`src/rtl/sc_param_counter.sv`:
```
// sc_param_counter: parametrised up/down game-timing counter with prescaler,
// wrap/saturate limits, terminal-count pulse and sticky overflow flag.
module sc_param_counter #(
  parameter int COUNT_WIDTH = 6,
  parameter int COUNT_MAX   = 2**COUNT_WIDTH-1,
  parameter int PRESCALE    = 1,
  parameter bit SATURATE    = 1'b0
) (
  input  logic                   SC_upCOUNTER_2_CLOCK_50,
  input  logic                   SC_upCOUNTER_2_RESET_InHigh,
  input  logic                   SC_COUNTER_enable_InHigh,
  input  logic                   SC_COUNTER_dir_InHigh,
  input  logic                   SC_COUNTER_clear_InHigh,
  input  logic                   SC_COUNTER_load_InHigh,
  input  logic [COUNT_WIDTH-1:0] SC_COUNTER_load_InBUS,
  output logic [COUNT_WIDTH-1:0] SC_COUNTER_data_OutBUS,
  output logic                   SC_COUNTER_tick_Out,
  output logic                   SC_COUNTER_terminal_Out,
  output logic                   SC_COUNTER_overflow_Out,
  output logic                   SC_COUNTER_atlimit_Out
);
  localparam int PW = PRESCALE > 1 ? $clog2(PRESCALE) : 1;
  localparam logic [COUNT_WIDTH-1:0] MAXV = COUNT_WIDTH'(COUNT_MAX);
  localparam logic [PW-1:0] PLAST = PW'(PRESCALE-1);

  logic [COUNT_WIDTH-1:0] count_q, count_d;
  logic [PW-1:0]          pre_q, pre_d;
  logic                   tick_q, tick_d, term_q, term_d, ovf_q, ovf_d;
  logic                   at_lim, step, bnd;

  always_comb begin
    at_lim  = SC_COUNTER_dir_InHigh ? count_q == MAXV : count_q == '0;
    step    = SC_COUNTER_enable_InHigh & ~SC_COUNTER_clear_InHigh & ~SC_COUNTER_load_InHigh & (pre_q == PLAST);
    bnd     = step & at_lim;
    pre_d   = (SC_COUNTER_clear_InHigh | SC_COUNTER_load_InHigh) ? '0 :
              ~SC_COUNTER_enable_InHigh ? pre_q :
              (pre_q == PLAST) ? '0 : pre_q + 1'b1;
    count_d = SC_COUNTER_clear_InHigh ? '0 :
              SC_COUNTER_load_InHigh ? (SC_COUNTER_load_InBUS > MAXV ? MAXV : SC_COUNTER_load_InBUS) :
              ~step ? count_q :
              bnd ? (SATURATE ? count_q : SC_COUNTER_dir_InHigh ? '0 : MAXV) :
              SC_COUNTER_dir_InHigh ? count_q + 1'b1 : count_q - 1'b1;
    tick_d  = step;
    term_d  = bnd;
    ovf_d   = ~SC_COUNTER_clear_InHigh & (ovf_q | bnd);
  end

  always_ff @(posedge SC_upCOUNTER_2_CLOCK_50 or posedge SC_upCOUNTER_2_RESET_InHigh) begin
    if (SC_upCOUNTER_2_RESET_InHigh) begin
      count_q <= '0;
      pre_q   <= '0;
      tick_q  <= 1'b0;
      term_q  <= 1'b0;
      ovf_q   <= 1'b0;
    end else begin
      count_q <= count_d;
      pre_q   <= pre_d;
      tick_q  <= tick_d;
      term_q  <= term_d;
      ovf_q   <= ovf_d;
    end
  end

  // atlimit is combinational but still forced low while reset is held
  assign SC_COUNTER_atlimit_Out  = at_lim & ~SC_upCOUNTER_2_RESET_InHigh;
  assign SC_COUNTER_data_OutBUS  = count_q;
  assign SC_COUNTER_tick_Out     = tick_q;
  assign SC_COUNTER_terminal_Out = term_q;
  assign SC_COUNTER_overflow_Out = ovf_q;
endmodule

```
`config.mk`:
```
export PLATFORM = sky130hd
export DESIGN_NAME = sc_param_counter
export DESIGN_NICKNAME = d
export VERILOG_FILES = /design/src/rtl/sc_param_counter.sv
export SDC_FILE = /design/constraint.sdc
export NUM_CORES = 1
export LEC_CHECK = 0
export BUFFER_PORTS_ARGS = -buffer_cell sky130_fd_sc_hd__buf_2
export CORE_MARGIN = 2
export CORE_UTILIZATION = 35
export CTS_CLUSTER_SIZE = 30
export DETAILED_ROUTE_END_ITERATION = 10
export HOLD_SLACK_MARGIN = 0.06
export PLACE_DENSITY = 0.66
export SLEW_MARGIN = 30
export SYNTH_ARGS = -nofsm -noshare
export SYNTH_HDL_FRONTEND = slang
export SYNTH_SLANG_ARGS = --single-unit
export TNS_END_PERCENT = 30
```
`constraint.sdc`:
```
create_clock -name SC_upCOUNTER_2_CLOCK_50 -period 3.7 [get_ports SC_upCOUNTER_2_CLOCK_50]
set_input_delay 0.37 -clock SC_upCOUNTER_2_CLOCK_50 [delete_from_list [all_inputs] [get_ports SC_upCOUNTER_2_CLOCK_50]]
set_output_delay 0.37 -clock SC_upCOUNTER_2_CLOCK_50 [all_outputs]
set_load 0.01 [all_outputs]
```
# Word-level counts from Yosys, hierarchy flattened
# Index checks and enable logic that the tools add are counted.
# word_totals
ff_bits,10
output_inout_bits,10
wordCells,36
# op_classes
n_addsub,3
magnitude_cmp,1
eq_ne,1
muxes,11
n_bitwise,12
n_reduce_logical,3
# op_table
op,n
6-bit 2-to-1 mux,7
"6-bit by 1-bit adder with 6-bit output, second input constant",1
1-bit AND,6
"6-bit equality test, second input constant",1
"6-bit > comparator, second input constant",1
6-bit zero test,1
"6-bit by 1-bit subtractor with 6-bit output, second input constant",1
1-bit 2-to-1 mux,4
1-bit NOT,4
3-bit nonzero test,1
1-bit OR,2
2-bit nonzero test,1
"1-bit adder, second input constant",1

# Longest topological paths before layout
# logic_depth
word_depth,9
ltp_mapped,7

# Worst setup path before layout
# No wires, ideal clock.
# synth_timing
kind,reg-to-reg
startpoint,"register count_q[1], in the netlist SC_COUNTER_data_OutBUS[1]"
endpoint,"register count_q[3], in the netlist SC_COUNTER_data_OutBUS[3]"
setup_ps,122
t_arrival_ps,1611
slack_ps,1967
path_stages_with_launch,7
n_path_buf,0
synth_period_minus_slack_ps,1733
cell_sequence,dfrtp_1 -> ha_1 -> a211oi_1 -> nor2_1 -> xnor2_1 -> a31oi_1 -> a32o_1
# synth_via
elab_chain_len,7
# synth_lines
element,line_no,rtl
from (decl),26,"logic [COUNT_WIDTH-1:0] count_q, count_d;"
from (signal assigned),56,count_q <= count_d;
branches (longest 3 deep; another with 6-bit by 1-bit subtractor with 6-bit output),-,
6-bit 2-to-1 mux (*),41,bnd ? (SATURATE ? count_q : SC_COUNTER_dir_InHigh ? '0 : MAXV) :
6-bit 2-to-1 mux (*),40,~step ? count_q :
6-bit 2-to-1 mux (*),39,SC_COUNTER_load_InHigh ? (SC_COUNTER_load_InBUS > MAXV ? MAXV : SC_COUNTER_load_InBUS) :
6-bit 2-to-1 mux (*),38,count_d = SC_COUNTER_clear_InHigh ? '0 :
# Every way passes the cells marked *. The select of a mux whose other input is x is not followed.
# A chain may end at the register's enable or synchronous reset.

# Final worst setup path
# layout_timing
startpoint,"register count_q[0], in the netlist SC_COUNTER_data_OutBUS[0]"
endpoint,output port SC_COUNTER_atlimit_Out
# layout_via
elab_chain_len,3
# layout_lines
element,line_no,rtl
6-bit equality test or 6-bit zero test (tied branches),32,at_lim = SC_COUNTER_dir_InHigh ? count_q == MAXV : count_q == '0;
1-bit 2-to-1 mux (*),32,
1-bit AND (*),65,assign SC_COUNTER_atlimit_Out = at_lim & ~SC_upCOUNTER_2_RESET_InHigh;
to (decl),20,output logic SC_COUNTER_atlimit_Out
# Mark *: on every way between the ends. The rest lies on a longest branch, timed or not.

==> impl_metrics.json <==
{
  "viasPerCell": 5.16,
  "crit_required_ns": 3.33,
  "cp.arrival_ns": 1.57,
  "worstMarginPinSlew_ns": 0.349,
  "ys_top_cells_by_area": "dfrtp_1, nor2_1, ha_1",
  "clkLatencyLatePin_ns": 0.26,
  "coreArea_sq_mm": 0.00192,
  "power.share.switching_pct": 32.7,
  "yosysWarnings": 0,
  "start_kind": "register",
  "grt_max_degree": 13,
  "drt_iter0_markers": 17,
  "synthArstFlopShare_pct": 100,
  "hold_viol_final": 0,
  "drv_cap": 0,
  "drive_above_1_share_pct": 26.4,
  "antenna_found_initial": 0,
  "fin_skew_ns": 0.000741,
  "netlist_instances": 84,
  "ys_top_cells_by_count": "nor2_1, dfrtp_1, a21oi_1, nand2_1, inv_1",
  "path_max_fanout": 6,
  "grt_overflow_total": 0,
  "syn-num-nets": 101,
  "path_clk_slew_ns": 0.06,
  "min_period_ns": 1.94,
  "status": "finished, final reports clean",
  "combPwrFrac_pct": 32.0,
  "fp.dieW_um": 48.8,
  "wire_per_inst_um": 11.6,
  "p_leak_nw": 0.390,
  "cts_tree": "yes",
  "grt_pass1_wl_mm": 2.72,
  "slew_viol_final": 0,
  "path_class": "reg2out",
  "grt_pass1_vias": 591,
  "instances_no_fill": 133,
  "setup_viol": 0,
  "cts_resized": 0,
  "layout.nets": 124,
  "yosysSeqAreaShare_pct": 32.0,
  "rsz0062_at_grt": "false",
  "vias": 686,
  "crit_top_cell": "nor2_1",
  "synthDistinctLibCells": 29,
  "synth_ff_type": "dfrtp_1",
  "place_hpwl_mm": 1.24,
  "numPortBuffers": 21,
  "dieArea_sq_mm": 0.00238,
  "htree_num_levels": 1,
  "clock.fmax_mhz": 515,
  "fin_setup_tns_ns": 0,
  "clock-root-buffer": "clkbuf_4",
  "syn2layout_area_growth_pct": 21.7,
  "cts_sinks": 9,
  "antenna_cells": 0,
  "critical_path.cell_chain": "nand4_1 > nor2_1 > a21oi_1 > nor2_1 > buf_2",
  "drcViolationCount": 0,
  "power_density_mw_per_mm2": 323,
  "syn-cell-area_sq_um": 703,
  "worst_path_largest_cell_delay_ns": 0.46,
  "synth-seq-cells": 9,
  "pwr-share-clk_pct": 26.6,
  "cts_hold_buffers": 0,
  "p_int_w": 0.000186,
  "p_switching_w": 0.0000904,
  "dp_cells": 129,
  "yosysMostFrequentCell": "nor2_1",
  "detail_route.first_pass.iterations": 4,
  "cts_made_buffers": 3,
  "synth_edf_count": 0,
  "seqPwrFrac_pct": 41.4,
  "maxSlewHeadroom_pct": 76.6,
  "synth_top_area_share_pct": 32.0,
  "cp-end-kind": "output port",
  "postCtsSetupBuffers": 0,
  "row_count": 16,
  "cts_buffer_depth": 2,
  "yosysTopAreaCell": "dfrtp_1",
  "finalCritPeriodShare_pct": 52.5,
  "syn_area_per_cell_sq_um": 8.37,
  "totalWireLength_mm": 1.55,
  "ir_worst_vdd_mv": 0.173,
  "grt.total_usage_pct": 14.9,
  "slowest_stage": "dfrtp_1",
  "globalplace.congestion": 0.853,
  "io_pins": 22,
  "min_path_type": "in2async",
  "antenna_left": 0,
  "start_util_pct": 36.6,
  "die_y_um": 48.8
}
==> flip-flops by register name (all words and copies together) (netlist names) <==
signal / count
SC_COUNTER_data_OutBUS: 6
SC_COUNTER_overflow_Out: 1
SC_COUNTER_terminal_Out: 1
SC_COUNTER_tick_Out: 1
==> stage by stage <==
stage               setup slack, ns  hold WS [ns]  power (W)  area, sq um  utilization, %
finish                         1.76        0.0753   0.000276          856            44.5
global placement               1.73         0.354   0.000204          830            43.2
CTS                            1.76        0.0859   0.000280          856            44.5
detailed placement             1.68         0.362   0.000205          830            43.2
floorplan                      1.97         0.198   0.000179          703               -
global route                   1.61        0.0966   0.000302          856            44.5
==> path summary, 6_finish.rpt <==
kind	to	cells after the start	slack [ns]	start
max	SC_COUNTER_atlimit_Out	5	1.76	SC_COUNTER_data_OutBUS[0]$_DFFE_PP0P_
max reg2reg	SC_COUNTER_data_OutBUS[4]$_DFFE_PP0P_	7	1.86	SC_COUNTER_data_OutBUS[0]$_DFFE_PP0P_
max in group asynchronous	SC_COUNTER_tick_Out$_DFF_PP0_	2	3.37	SC_upCOUNTER_2_RESET_InHigh
min	SC_COUNTER_data_OutBUS[5]$_DFFE_PP0P_	2	0.08	SC_upCOUNTER_2_RESET_InHigh
min in group SC_upCOUNTER_2_CLOCK_50	SC_COUNTER_data_OutBUS[5]$_DFFE_PP0P_	3	0.32	SC_COUNTER_load_InBUS[5]
min reg2reg	SC_COUNTER_overflow_Out$_DFF_PP0_	2	0.50	SC_COUNTER_overflow_Out$_DFF_PP0_
==> cells by family (layout without fill, tap and decap cells) <==
kind of cell               count (synthesis)  count (layout)  share of synthesized area (%)
AOI/OAI and AO/OA                         20              20                           21.7
xor gates and xnor gates                   4               4                           4.98
adders and majority gates                  5               5                           9.96
buffers and inverters                      8              30                           4.45
DFF                                        9               9                           32.0
and+or+nand+nor                           38              38                           26.9
==> per-layer routing <==
layer | global-route usage (%) | share of wire [%]
met4 | 4.29 | 0
met5 | 0 | 0
met3 | 5.21 | 7.6
met1 | 21.0 | 44
met2 | 21.5 | 48
==> power groups by stage <==
stage | clock network, W | registers [W] | logic [W]
after floorplan | 0 | 0.000117 | 0.0000615
after global placement | 0 | 0.000116 | 0.0000876
after detailed placement | 0 | 0.000116 | 0.0000890
after CTS | 0.0000759 | 0.000114 | 0.0000894
after global routing | 0.0000856 | 0.000116 | 0.000101
final | 0.0000734 | 0.000115 | 0.0000885
==> worst max-delay path, delay by kind of cell (launching register included) <==
family                 cells  cell delay [ns]
buffers and inverters      1             0.13
DFF                        1             0.46
and+or+nand+nor            3             0.59
AOI/OAI and AO/OA          1             0.12
==> final cells by class <==
cell class                 count  area [sq um]
timing repair buffer          21           105
inverter                       5          18.8
clock buffer                   4          26.3
multi-input combinational     67           447
sequential                     9           225
fill                         210          1070
tap                           27          33.8
==> layout by cell type, fill, tap and decap left out, types with 2 or more instances in the layout <==
cell / count
a211oi_1: 2
nor3b_1: 2
nand2_1: 6
dfrtp_1: 9
a21oi_1: 8
ha_1: 4
o211ai_1: 3
o32ai_2: 2
nor2_1: 17
buf_2: 21
xnor2_1: 3
inv_1: 5
nor3_1: 4
nand2b_1: 2
clkbuf_4: 3
Power figures use the tool's default switching activity.
